### config.mk
export PLATFORM = sky130hd
export DESIGN_NAME = lc3_execute_stage
export DESIGN_NICKNAME = d
export VERILOG_FILES = /design/src/rtl/lc3_execute_stage.sv
export SDC_FILE = /design/constraint.sdc
export NUM_CORES = 1
export LEC_CHECK = 0
export CAP_MARGIN = 20
export CORE_MARGIN = 1.5
export CORE_UTILIZATION = 52
export CTS_CLUSTER_SIZE = 16
export DETAILED_ROUTE_END_ITERATION = 7
export PLACE_DENSITY = 0.88
export SYNTH_ARGS = -nofsm -noshare
export SYNTH_HDL_FRONTEND = slang
export SYNTH_SLANG_ARGS = --single-unit
### constraint.sdc
create_clock -name clock -period 5.14 [get_ports clock]
set_input_delay 0.771 -clock clock [delete_from_list [all_inputs] [get_ports clock]]
set_output_delay 0.771 -clock clock [all_outputs]
set_load 0.005 [all_outputs]
### src/rtl/lc3_execute_stage.sv
// LC3 Execute stage: operand forwarding, ALU, address generation and the
// Execute -> Memory/Writeback pipeline register.
// Optional feature macro: LC3_EXEC_VALID_EN adds the exec_valid output, a flag
// that marks cycles in which the registered outputs were freshly loaded.
module lc3_execute_stage #(
   parameter int         DATA_W    = 16,      // LC3 word width; only 16 is supported
   parameter logic [2:0] RESET_NZP = 3'b000
) (
   input  logic              clock,
   input  logic              reset,           // async, active low
   input  logic              enable_execute,
   input  logic [15:0]       IR,
   input  logic [DATA_W-1:0] npc_in,
   input  logic [5:0]        E_control,
   input  logic [1:0]        W_control_in,
   input  logic              Mem_control_in,
   input  logic [DATA_W-1:0] Mem_bypass_val,
   input  logic [DATA_W-1:0] VSR1,
   input  logic [DATA_W-1:0] VSR2,
   input  logic              bypass_alu_1,
   input  logic              bypass_alu_2,
   input  logic              bypass_mem_1,
   input  logic              bypass_mem_2,
`ifdef LC3_EXEC_VALID_EN
   output logic              exec_valid,
`endif
   output logic [DATA_W-1:0] aluout,
   output logic [DATA_W-1:0] pcout,
   output logic [2:0]        dr,
   output logic [2:0]        sr1,
   output logic [2:0]        sr2,
   output logic [15:0]       IR_Exec,
   output logic [2:0]        NZP,
   output logic [1:0]        W_control_out,
   output logic              Mem_control_out,
   output logic [DATA_W-1:0] M_Data
);

   // ALU operation encoding carried in E_control[5:4]
   typedef enum logic [1:0] {
      ALU_ADD  = 2'b00,
      ALU_AND  = 2'b01,
      ALU_NOT  = 2'b10,
      ALU_HOLD = 2'b11
   } alu_op_t;

   // Address offset source carried in E_control[3:2]
   typedef enum logic [1:0] {
      OFS_11   = 2'b00,
      OFS_9    = 2'b01,
      OFS_6    = 2'b10,
      OFS_ZERO = 2'b11
   } ofs_sel_t;

   // Decoded view of E_control
   typedef struct packed {
      alu_op_t  alu_op;
      ofs_sel_t ofs_sel;
      logic     base_npc;   // 1: base is npc_in, 0: base is op1
      logic     op2_reg;    // 1: op2 is v2, 0: op2 is sext(IR[4:0])
   } ectl_t;

   // Next values for the pipeline register (everything but aluout,
   // which has its own hold case)
   typedef struct packed {
      logic [DATA_W-1:0] pcout;
      logic [2:0]        dr;
      logic [15:0]       ir;
      logic [2:0]        nzp;
      logic [1:0]        wctl;
      logic              mctl;
      logic [DATA_W-1:0] mdata;
   } exec_res_t;

   localparam logic [3:0] OPC_BR  = 4'b0000;
   localparam logic [3:0] OPC_JMP = 4'b1100;

   ectl_t             ectl;
   logic [DATA_W-1:0] op1;
   logic [DATA_W-1:0] v2;
   logic [DATA_W-1:0] op2;
   logic [DATA_W-1:0] imm5;
   logic [DATA_W-1:0] offset;
   logic [DATA_W-1:0] base;
   logic [DATA_W-1:0] alu_nxt;
   exec_res_t         res_nxt;

   assign ectl = ectl_t'(E_control);

   // Source selects go back to the register file in the same cycle
   assign sr1 = IR[8:6];
   assign sr2 = IR[2:0];

   // Forwarding: own result beats the Memory-stage value, which beats the
   // register file. Both bypasses on one operand is legal; ALU wins.
   always_comb begin
      op1 = VSR1;
      if (bypass_alu_1)      op1 = aluout;
      else if (bypass_mem_1) op1 = Mem_bypass_val;
      v2 = VSR2;
      if (bypass_alu_2)      v2 = aluout;
      else if (bypass_mem_2) v2 = Mem_bypass_val;
   end

   // Second ALU operand: forwarded register value or 5-bit immediate
   always_comb begin
      imm5 = {{(DATA_W-5){IR[4]}}, IR[4:0]};
      op2  = ectl.op2_reg ? v2 : imm5;
   end

   // ALU; the reserved encoding keeps the previous result
   always_comb begin
      alu_nxt = aluout;
      unique case (ectl.alu_op)
         ALU_ADD:  alu_nxt = op1 + op2;
         ALU_AND:  alu_nxt = op1 & op2;
         ALU_NOT:  alu_nxt = ~op1;
         ALU_HOLD: alu_nxt = aluout;
         default:  alu_nxt = aluout;
      endcase
   end

   // Address generation: sign-extended IR offset plus PC or register base
   always_comb begin
      offset = '0;
      unique case (ectl.ofs_sel)
         OFS_11:   offset = {{(DATA_W-11){IR[10]}}, IR[10:0]};
         OFS_9:    offset = {{(DATA_W-9){IR[8]}},   IR[8:0]};
         OFS_6:    offset = {{(DATA_W-6){IR[5]}},   IR[5:0]};
         OFS_ZERO: offset = '0;
         default:  offset = '0;
      endcase
      base = ectl.base_npc ? npc_in : op1;
   end

   // Assemble the remaining pipeline-register inputs, including the branch
   // condition mask (BR takes its nzp field, JMP is unconditional)
   always_comb begin
      res_nxt       = '0;
      res_nxt.pcout = base + offset;
      res_nxt.dr    = IR[11:9];
      res_nxt.ir    = IR;
      res_nxt.wctl  = W_control_in;
      res_nxt.mctl  = Mem_control_in;
      res_nxt.mdata = v2;
      if (IR[15:12] == OPC_BR)       res_nxt.nzp = IR[11:9];
      else if (IR[15:12] == OPC_JMP) res_nxt.nzp = 3'b111;
      else                           res_nxt.nzp = 3'b000;
   end

   // Pipeline register: loads only when the stage is enabled
   always_ff @(posedge clock or negedge reset) begin
      if (!reset) begin
         aluout          <= '0;
         pcout           <= '0;
         dr              <= '0;
         IR_Exec         <= '0;
         NZP             <= RESET_NZP;
         W_control_out   <= '0;
         Mem_control_out <= 1'b0;
         M_Data          <= '0;
      end else if (enable_execute) begin
         aluout          <= alu_nxt;
         pcout           <= res_nxt.pcout;
         dr              <= res_nxt.dr;
         IR_Exec         <= res_nxt.ir;
         NZP             <= res_nxt.nzp;
         W_control_out   <= res_nxt.wctl;
         Mem_control_out <= res_nxt.mctl;
         M_Data          <= res_nxt.mdata;
      end
   end

`ifdef LC3_EXEC_VALID_EN
   // Flags the cycle after an enabled edge as carrying fresh results
   always_ff @(posedge clock or negedge reset) begin
      if (!reset) exec_valid <= 1'b0;
      else        exec_valid <= enable_execute;
   end
`endif

endmodule

==> flow_metrics.tcl, run 1 <==
set metrics [dict create \
    crit_buf_inv 1 \
    synth_xor_area_frac 0.04971 \
    grt_usage 0.3090 \
    worstPathRequired_ps 5410 \
    diodes 0 \
    hold_path.class "reg2reg" \
    cts-resized-gates 0 \
    crit_path_start_kind "input port" \
    syn-cell-area_um2 5638 \
    crit_chain "clkdlybuf4s50_1 -> mux2i_1 -> nor2_1 -> a21oi_1 -> o21ai_0 -> fa_1 -> a21o_1 -> a21oi_1 -> o21bai_1 -> a21oi_1 -> o21ai_0 -> a2111oi_0 -> o41ai_1 -> xor2_1 -> mux2_2" \
    fp-row-count 37 \
    first_iter_violations 275 \
    wl_per_cell_um 18.81 \
    final.setup.worst_slack_ps 516.2 \
    dieArea_um2 11480 \
    hp-start "M_Data[12]" \
    synth_enable_flop_cells 0 \
    drc 0 \
    hpwlAfterDp_um 12850 \
    critPathKind "in2reg" \
    crit_fanout 4 \
    rsz0062_at_grt "false" \
    synth_ff_type "dfrtp_1" \
    synth_area_leaders "dfrtp_1, mux2_2, ha_1" \
    status "finished, final reports clean" \
    setup_tns_ps 0 \
    routed-via-count 5500 \
    muxShareOfSynthArea 0.1704 \
    clock_sinks 70 \
    yosys.area.top_type "dfrtp_1" \
    arrival_ps 4890 \
    cts_buffer_depth 2 \
    synth_area_per_cell_um2 8.935 \
    yosys.area_share.simple 0.1261 \
    post-route-util 0.7291 \
    detail-route-antenna-nets 0 \
    worstSetupPathDepth 15 \
    min_delay_path_depth 1 \
    combinationalPowerShare 0.479 \
    p_leak_nw 3.347 \
    fill_cells 768 \
    hold_viol 0 \
    final_common_cell "clkdlybuf4s50_1" \
    synth_top_area_share 0.3107 \
    seq_power_share 0.326 \
    yosys_warnings 0 \
    synth_top_family_by_area "compound AO/OA/AOI/OAI gates" \
    clock_latency_ps 380 \
    port_buffers 174 \
    gp_congestion 0.9299 \
    cpMostUsedCell "a21oi_1" \
    antenna_found_initial 0 \
    fin_crit_sh 0.8996 \
    htreeDepth 3 \
    finalSetupViolCount 0 \
    sw_frac_of_total 0.3719 \
    path_delay_family "compound AO/OA/AOI/OAI gates" \
    cap_violations 0 \
    tritoncts "done" \
    synth_compound_area_frac 0.2113 \
    ios 175 \
    synthAdderAreaFrac 0.07523 \
    synth.distinct_cells 60 \
    die_h_um 107.1 \
    async_flop_share 1.000 \
    synth_fp_nets 758 \
    cts_made_buffers 9 \
    maxSlewViolCount 0 \
    grt_overflow 0 \
    synth_seq_cells 70 \
    critPathMaxStageDelay_ps 610 \
    internal_power_w 0.001477 \
    postSynthCellCount 631 \
    grt_max_degree 71 \
    powerDensity_nw_per_um2 309.7 \
    syn_to_final_growth_pct 34.71 \
    cts_root_buf "clkbuf_8" \
    final_cell_mix "clkdlybuf4s50_1, dfrtp_1, nand2_1, o21ai_0, mux2_2" \
    postCtsSetupRepairBufs 0 \
    fmax_mhz 216.3 \
    clk_pin_slew_ps 90 \
    coreArea_um2 10420 \
    p_clk_frac 0.195 \
    drt-pass1-iter-count 5 \
    switchingPower_w 0.0008749 \
    worst_pin_slew_ps 941.3 \
    avgViaCountPerCell 5.952 \
    dp_slack_ps 232.0 \
    setup.worst_path.start "bypass_mem_1" \
    max-slew-margin-rel 0.3658 \
    rr_worst_depth 12 \
    die_x_um 107.1 \
    start_util 0.5413 \
    ys_seq_area_frac 0.3107 \
    fin_skew_ps 13.97 \
    grt_pass1_vias 5567 \
    cts_hold_buf 0 \
    grt_first_pass_wirelength_um 27670 \
    drive_gt1_frac 0.1142 \
    nNetsFinal 910 \
    min_period_ps 4624 \
    end_kind "flip-flop" \
    ir_worst_vdd_mv 0.1679 \
    routed_wl_um 17380 \
    reg2reg_from "aluout[1]" \
    critPathSlowestCell "clkdlybuf4s50_1" \
]
[sequential cells by signal, indices dropped and copies added, names as in the netlist]
| signal | cells |
|---|---|
| M_Data | 16 |
| aluout | 16 |
| pcout | 16 |
| IR_Exec | 14 |
| NZP | 3 |
| W_control_out | 2 |
| dr | 2 |
| Mem_control_out | 1 |
[power groups by stage]
stage	sequential [W]	combinational [W]	clock, W
floorplan	0.000773	0.000614	0
global placement	0.000771	0.00109	0
detailed placement	0.000777	0.00112	0
CTS	0.000767	0.00112	0.000461
global route	0.000783	0.00123	0.000483
finish	0.000767	0.00113	0.000458
[final timing paths]
path                                   end  slack [ps]
worst min-delay path            M_Data[12]         510
min in group asynchronous        pcout[12]         520
max in group asynchronous       IR_Exec[3]        4010
worst max register to register   pcout[14]        1340
worst max-delay path             pcout[14]         520
worst min register to register  M_Data[12]         510
[per-layer routing]
layer  track usage  vias to the layer above  wire length [um]
li1              -                     2561                 -
met2        0.5318                      252              8677
met3       0.05897                       38              1192
met1        0.3726                     2649              6962
met5             0                        -                 0
met4        0.1390                        0               550
[Yosys cell counts (all sizes together), types with 4 or more instances]
cell type  number
a221oi          9
a211oi         12
a21oi          43
nand3          11
and2            9
inv            28
dfrtp          70
o21bai          4
xnor2          21
nor2           33
o21a            7
nor3            8
mux2i          37
a21o           17
nor2b           9
a22oi           5
nand2          64
xor2           11
clkbuf         21
buf            22
a31oi           8
o21ai          54
nand2b          4
and3            6
ha             29
mux2           51
[cells by family (layout without fill, tap and decap cells)]
kind of cell / after synthesis / count (layout)
flip-flops: 70 / 70
buffers and inverters: 72 / 229
AO/OA/AOI/OAI: 181 / 181
multiplexers: 88 / 88
adder cells (fa/ha/maj): 33 / 33
XOR/XNOR: 32 / 32
AND/OR/NAND/NOR: 155 / 155
[worst register-to-register path, cell delays in order, from the launching register on]
cell,delay [ps]
dfrtp_1,430
a21oi_1,370
o21ai_0,220
fa_1,470
a21o_1,210
a21oi_1,230
o21bai_1,90
a21oi_1,230
o21ai_0,280
a2111oi_0,520
o41ai_1,190
xor2_1,160
mux2_2,280
[stage by stage]
step	power, W	cells	hold WS, ps	instance area (um^2)
2_1_floorplan	0.001387	631	475.4	5638
3_3_place_gp	0.001859	908	466.1	7407
3_5_place_dp	0.001893	908	485.0	7407
4_1_cts	0.002353	924	512.0	7595
5_1_grt	0.002493	924	524.5	7595
6_report	0.002352	924	510.7	7595
[layout make-up]
cell class	instances	area, um^2	share of cell area
multi-input combinational	489	3567	0.4697
sequential	70	1752	0.2306
tap	136	170.2	0.02241
timing repair buffer	184	1809	0.2382
clock inverter	7	63.81	0.008402
inverter	29	108.9	0.01433
clock buffer	9	123.9	0.01631
(Power assumes the default switching activity.)
==> run 2, diff against run 1 <==
--- a/config.mk
+++ b/config.mk
@@ -7,10 +7,11 @@
 export LEC_CHECK = 0
 export CAP_MARGIN = 20
 export CORE_MARGIN = 1.5
-export CORE_UTILIZATION = 52
+export CORE_UTILIZATION = 53
+export CTS_BUF_LIST = sky130_fd_sc_hd__clkbuf_4
 export CTS_CLUSTER_SIZE = 16
 export DETAILED_ROUTE_END_ITERATION = 7
-export PLACE_DENSITY = 0.88
+export PLACE_DENSITY = 0.89
 export SYNTH_ARGS = -nofsm -noshare
 export SYNTH_HDL_FRONTEND = slang
 export SYNTH_SLANG_ARGS = --single-unit
==> run 2 against run 1 <==
Against the previous run:
- clock skew shrank 1.1 ps
- final area shrank 0.53%
- highest routed layer unchanged
- utilization grew 0.27 points
- power shrank 1.9%
- routed wire length grew 2.0%
- sequential power is essentially flat
- flip-flop and latch count is the same
==> flow_metrics.tcl, run 2 (synthesis results as in run 1) <==
set metrics [dict create \
    drc 0 \
    final_common_cell "clkdlybuf4s50_1" \
    arrival_ps 4870 \
    port_buffers 174 \
    grt_pass1_vias 5537 \
    dieArea_um2 11270 \
    diodes 0 \
    min_period_ps 4528 \
    fill_cells 759 \
    start_util 0.5461 \
    maxSlewViolCount 0 \
    post-route-util 0.7318 \
    wl_per_cell_um 19.19 \
    fp-row-count 37 \
    critPathMaxStageDelay_ps 580 \
    worstPathRequired_ps 5480 \
    hold_viol 0 \
    postCtsSetupRepairBufs 0 \
    htreeDepth 3 \
    setup.worst_path.start "bypass_mem_1" \
    max-slew-margin-rel 0.3637 \
    coreArea_um2 10320 \
    ios 175 \
    first_iter_violations 338 \
    largestRegisters "M_Data x16, aluout x16, pcout x16" \
    grt_first_pass_wirelength_um 28010 \
    grt_overflow 0 \
    cap_violations 0 \
    fin_skew_ps 12.86 \
    cts-resized-gates 0 \
    cts_hold_buf 0 \
    clock_sinks 70 \
    final_cell_mix "clkdlybuf4s50_1, dfrtp_1, nand2_1, o21ai_0, mux2_2" \
    routed-via-count 5446 \
    die_x_um 106.1 \
    gp_congestion 0.9078 \
    critPathSlowestCell "clkdlybuf4s50_1" \
    cts_root_buf "clkbuf_4" \
    drt-pass1-iter-count 7 \
    die_h_um 106.1 \
    antenna_found_initial 0 \
    crit_chain "clkdlybuf4s50_1 -> buf_4 -> mux2i_1 -> o21a_1 -> o21ai_0 -> ha_1 -> a21o_1 -> a21oi_1 -> o21bai_1 -> a21oi_1 -> o21ai_0 -> a2111oi_0 -> o41ai_1 -> xor2_1 -> mux2_2" \
    syn_to_final_growth_pct 34.00 \
    crit_path_start_kind "input port" \
    grt_usage 0.3189 \
    detail-route-antenna-nets 0 \
    clock_latency_ps 430 \
    setup_tns_ps 0 \
    grt_max_degree 71 \
    end_kind "flip-flop" \
    fin_crit_sh 0.8810 \
    crit_fanout 14 \
    powerDensity_nw_per_um2 305.3 \
    finalSetupViolCount 0 \
    routed_wl_um 17730 \
    avgViaCountPerCell 5.894 \
    reg2reg_from "aluout[1]" \
    hold_path.class "in2async" \
    ir_worst_vdd_mv 0.1590 \
    fmax_mhz 220.8 \
    nNetsFinal 910 \
    cts_buffer_depth 2 \
    status "finished, final reports clean" \
    clk_pin_slew_ps 140 \
    p_leak_nw 3.335 \
    critPathKind "in2reg" \
    tritoncts "done" \
    cts_made_buffers 9 \
    hpwlAfterDp_um 12900 \
    worst_pin_slew_ps 944.5 \
    rsz0062_at_grt "false" \
    drive_gt1_frac 0.1142 \
]
[run 2: changes by cell type in the layout (fill, tap and decap cells not counted), sizes merged]
cell / delta
clkinv: +2
clkinvlp: -1
inv: -2
bufinv: +1
[run 2: routing by layer]
| layer | GRT usage | vias up | wire (um) |
|---|---|---|---|
| li1 | - | 2570 | - |
| met1 | 0.3911 | 2576 | 7114 |
| met2 | 0.5438 | 245 | 8753 |
| met3 | 0.05518 | 55 | 1116 |
| met4 | 0.1506 | 0 | 748 |
| met5 | 0 | - | 0 |
[run 2: layout make-up]
type | count | area (um^2) | area share
multi-input combinational | 489 | 3567 | 0.4722
tap | 136 | 170.2 | 0.02252
clock inverter | 7 | 80.08 | 0.01060
timing repair buffer | 184 | 1809 | 0.2395
inverter | 29 | 108.9 | 0.01441
clock buffer | 9 | 67.56 | 0.008943
sequential | 70 | 1752 | 0.2319
[run 2: worst max-delay path: cells and delay by family]
family | cells | cell delay, ps
AOI/OAI and AO/OA | 9 | 2080
xor gates and xnor gates | 1 | 120
adders and majority gates | 1 | 350
muxes | 2 | 610
buffers and inverters | 2 | 930
[run 2: stage by stage]
| step | std cells | instance area, um^2 | hold WS, ps | setup slack [ps] | total power, W |
|---|---|---|---|---|---|
| floorplan | 631 | 5638 | 475.4 | 662.9 | 0.001387 |
| global placement | 908 | 7407 | 465.7 | 422.4 | 0.001858 |
| detailed placement | 908 | 7407 | 489.0 | 253.5 | 0.001896 |
| global route | 924 | 7555 | 507.5 | 317.6 | 0.002438 |
| CTS | 924 | 7555 | 485.7 | 674.7 | 0.002296 |
| finish | 924 | 7555 | 430.9 | 611.9 | 0.002307 |
[run 2: worst paths after layout]
check / cells after the start / endpoint / slack (ps)
max: 15 / pcout[14] / 610
min: 1 / pcout[13] / 430
max reg2reg: 12 / pcout[14] / 1370
min reg2reg: 2 / pcout[12] / 510
max in group asynchronous: 1 / M_Data[0] / 4100
min in group clock: 2 / pcout[12] / 510
[run 2: report_power, final]
part	switching [W]	internal (W)	leakage [nW]
Combinational	0.000522	0.000616	2.42
Clock	0.000244	0.000155	0.0788
Sequential	0.0000950	0.000674	0.836
Total	0.000861	0.00145	3.34
==> run 3, diff against run 2 <==
--- a/config.mk
+++ b/config.mk
@@ -5,8 +5,8 @@
 export SDC_FILE = /design/constraint.sdc
 export NUM_CORES = 1
 export LEC_CHECK = 0
+export ABC_AREA = 1
 export CAP_MARGIN = 20
-export CORE_MARGIN = 1.5
 export CORE_UTILIZATION = 53
 export CTS_BUF_LIST = sky130_fd_sc_hd__clkbuf_4
 export CTS_CLUSTER_SIZE = 16
==> run 3 against run 2 <==
Against the previous run:
- global-route usage rose by 3.2 points
- hold slack improved by 52 ps
- clock skew up 3.2 ps
- power fell by 6.2%
- utilization shrank 0.38 points
- first-iteration DRC count up 39%
- area after synthesis stayed put
- non-clock buffer count down 3
- count of clock-buffer cells in the layout stayed put
- clock power hardly changed
- combinational power decreased by 9.6%
==> flow_metrics.tcl, run 3 <==
set metrics [dict create \
    status "finished, final reports clean" \
    tritoncts "done" \
    postSynthCellCount 845 \
    drc 0 \
    fmax_mhz 253.8 \
    synth.distinct_cells 43 \
    diodes 0 \
    worst_pin_slew_ps 902.7 \
    grt_max_degree 87 \
    fin_crit_sh 0.7665 \
    crit_path_start_kind "input port" \
    die_x_um 105.1 \
    dieArea_um2 11050 \
    ios 175 \
    min_period_ps 3940 \
    max-slew-margin-rel 0.3982 \
    die_h_um 105.1 \
    rsz0062_at_grt "false" \
    cts_hold_buf 0 \
    yosys_warnings 0 \
    critPathMaxStageDelay_ps 760 \
    p_leak_nw 3.643 \
    clk_pin_slew_ps 110 \
    fp-row-count 37 \
    ys_seq_area_frac 0.3107 \
    cts_buffer_depth 2 \
    final_common_cell "nand2_1" \
    powerDensity_nw_per_um2 287.9 \
    cts_made_buffers 9 \
    synth_area_leaders "dfrtp_1, nand2_1, o21ai_0" \
    yosysMostFrequentCell "nand2_1" \
    grt_pass1_vias 6064 \
    end_kind "flip-flop" \
    synth_seq_cells 70 \
    cts-resized-gates 0 \
    crit_chain "clkdlybuf4s50_1 -> inv_6 -> o21ai_0 -> o21ai_0 -> fa_1 -> nand3_1 -> nand2_1 -> a21oi_1 -> o21ai_0 -> a21boi_0 -> o21ai_0 -> xnor2_1 -> o21ai_0" \
    cts_root_buf "clkbuf_4" \
    clock_latency_ps 440 \
    hold_viol 0 \
    fin_skew_ps 16.08 \
    synthTopCellsByCount "nand2_1, o21ai_0, inv_1" \
    nNetsFinal 1119 \
    syn-cell-area_um2 5638 \
    synth_ff_type "dfrtp_1" \
    largestRegisters "M_Data x16, aluout x16, pcout x16" \
    ir_worst_vdd_mv 0.1487 \
    routed_wl_um 18810 \
    coreArea_um2 10320 \
    maxSlewViolCount 0 \
    htreeDepth 3 \
    routed-via-count 6350 \
    first_iter_violations 469 \
    synth_area_per_cell_um2 6.672 \
    wl_per_cell_um 16.60 \
    hpwlAfterDp_um 14790 \
    detail-route-antenna-nets 0 \
    setup_tns_ps 0 \
    post-route-util 0.7280 \
    cpMostUsedCell "o21ai_0" \
    syn_to_final_growth_pct 33.31 \
    start_util 0.5461 \
    postCtsSetupRepairBufs 0 \
    finalSetupViolCount 0 \
    drt-pass1-iter-count 5 \
    synth_fp_nets 972 \
    fill_cells 917 \
    synth_enable_flop_cells 0 \
    avgViaCountPerCell 5.605 \
    critPathSlowestCell "clkdlybuf4s50_1" \
    yosys.area.top_type "dfrtp_1" \
    port_buffers 174 \
    async_flop_share 1.000 \
    antenna_found_initial 0 \
    final_cell_mix "nand2_1, clkdlybuf4s50_1, o21ai_0, inv_1, dfrtp_1" \
    drive_gt1_frac 0.06620 \
    grt_first_pass_wirelength_um 30100 \
    hold_path.class "reg2reg" \
    clock_sinks 70 \
    gp_congestion 0.9772 \
    crit_fanout 25 \
    synth_top_area_share 0.3107 \
    arrival_ps 4240 \
    grt_overflow 0 \
    critPathKind "in2reg" \
    cap_violations 0 \
    worstPathRequired_ps 5440 \
    grt_usage 0.3510 \
]
## run 3: logic make-up after synthesis
logic type                 synth area share
AOI/OAI and AO/OA                    0.1829
xor gates and xnor gates            0.02641
adders and majority gates           0.07146
buffers and inverters               0.09898
DFF                                  0.3107
and+or+nand+nor                      0.3096
## run 3: path summary, 6_finish.rpt
kind / end / startpoint / cells past startpoint / slack [ps]
worst min-delay path: IR_Exec[13] / IR_Exec[13] / 2 / 480
worst max register to register: pcout[12] / aluout[1] / 11 / 2010
max in group asynchronous: NZP[0] / reset / 2 / 4020
worst min register to register: IR_Exec[13] / IR_Exec[13] / 2 / 480
worst max-delay path: pcout[12] / bypass_alu_1 / 13 / 1200
min in group asynchronous: M_Data[0] / reset / 2 / 520
## run 3: power by group
| part | internal, W | switching, W | total, W |
|---|---|---|---|
| combinational | 0.000484 | 0.000549 | 0.00103 |
| sequential | 0.000649 | 0.0000820 | 0.000731 |
| clock | 0.000194 | 0.000207 | 0.000400 |
| total | 0.00133 | 0.000837 | 0.00216 |
## run 3: through the flow
| stage | hold WS (ps) | cells | power [W] | area [um^2] | setup slack (ps) |
|---|---|---|---|---|---|
| 2_1_floorplan | 465.4 | 845 | 0.001291 | 5638 | 1615 |
| 3_3_place_gp | 452.1 | 1117 | 0.001741 | 7360 | 910.3 |
| 6_report | 482.5 | 1133 | 0.002164 | 7516 | 1200 |
| 4_1_cts | 487.9 | 1133 | 0.002159 | 7516 | 1247 |
| 5_1_grt | 513.8 | 1133 | 0.002317 | 7516 | 979.3 |
| 3_5_place_dp | 458.4 | 1117 | 0.001755 | 7360 | 777.8 |
## run 3: per-layer routing
| layer | part of all wire | vias up | track usage |
|---|---|---|---|
| met5 | 0 | - | 0 |
| met4 | 0.039 | 0 | 0.1469 |
| met3 | 0.079 | 64 | 0.07798 |
| met2 | 0.48 | 321 | 0.5984 |
| met1 | 0.40 | 2909 | 0.4267 |
| li1 | - | 3056 | - |
## run 3: critical path, delay by kind of cell
kind,cells,cell delay (ps)
AOI/OAI and AO/OA,7,1710
and+or+nand+nor,2,190
adders and majority gates,1,480
xor gates and xnor gates,1,140
buffers and inverters,2,920
## run 3: area by class of cell
cell class / instances / area [um^2] / share of cell area
Clock buffer: 9 / 67.56 / 0.008990
Clock inverter: 7 / 88.84 / 0.01182
Inverter: 84 / 320.3 / 0.04262
Multi-Input combinational cell: 646 / 3328 / 0.4428
Sequential cell: 70 / 1752 / 0.2331
Tap cell: 136 / 170.2 / 0.02264
Timing Repair Buffer: 181 / 1789 / 0.2381
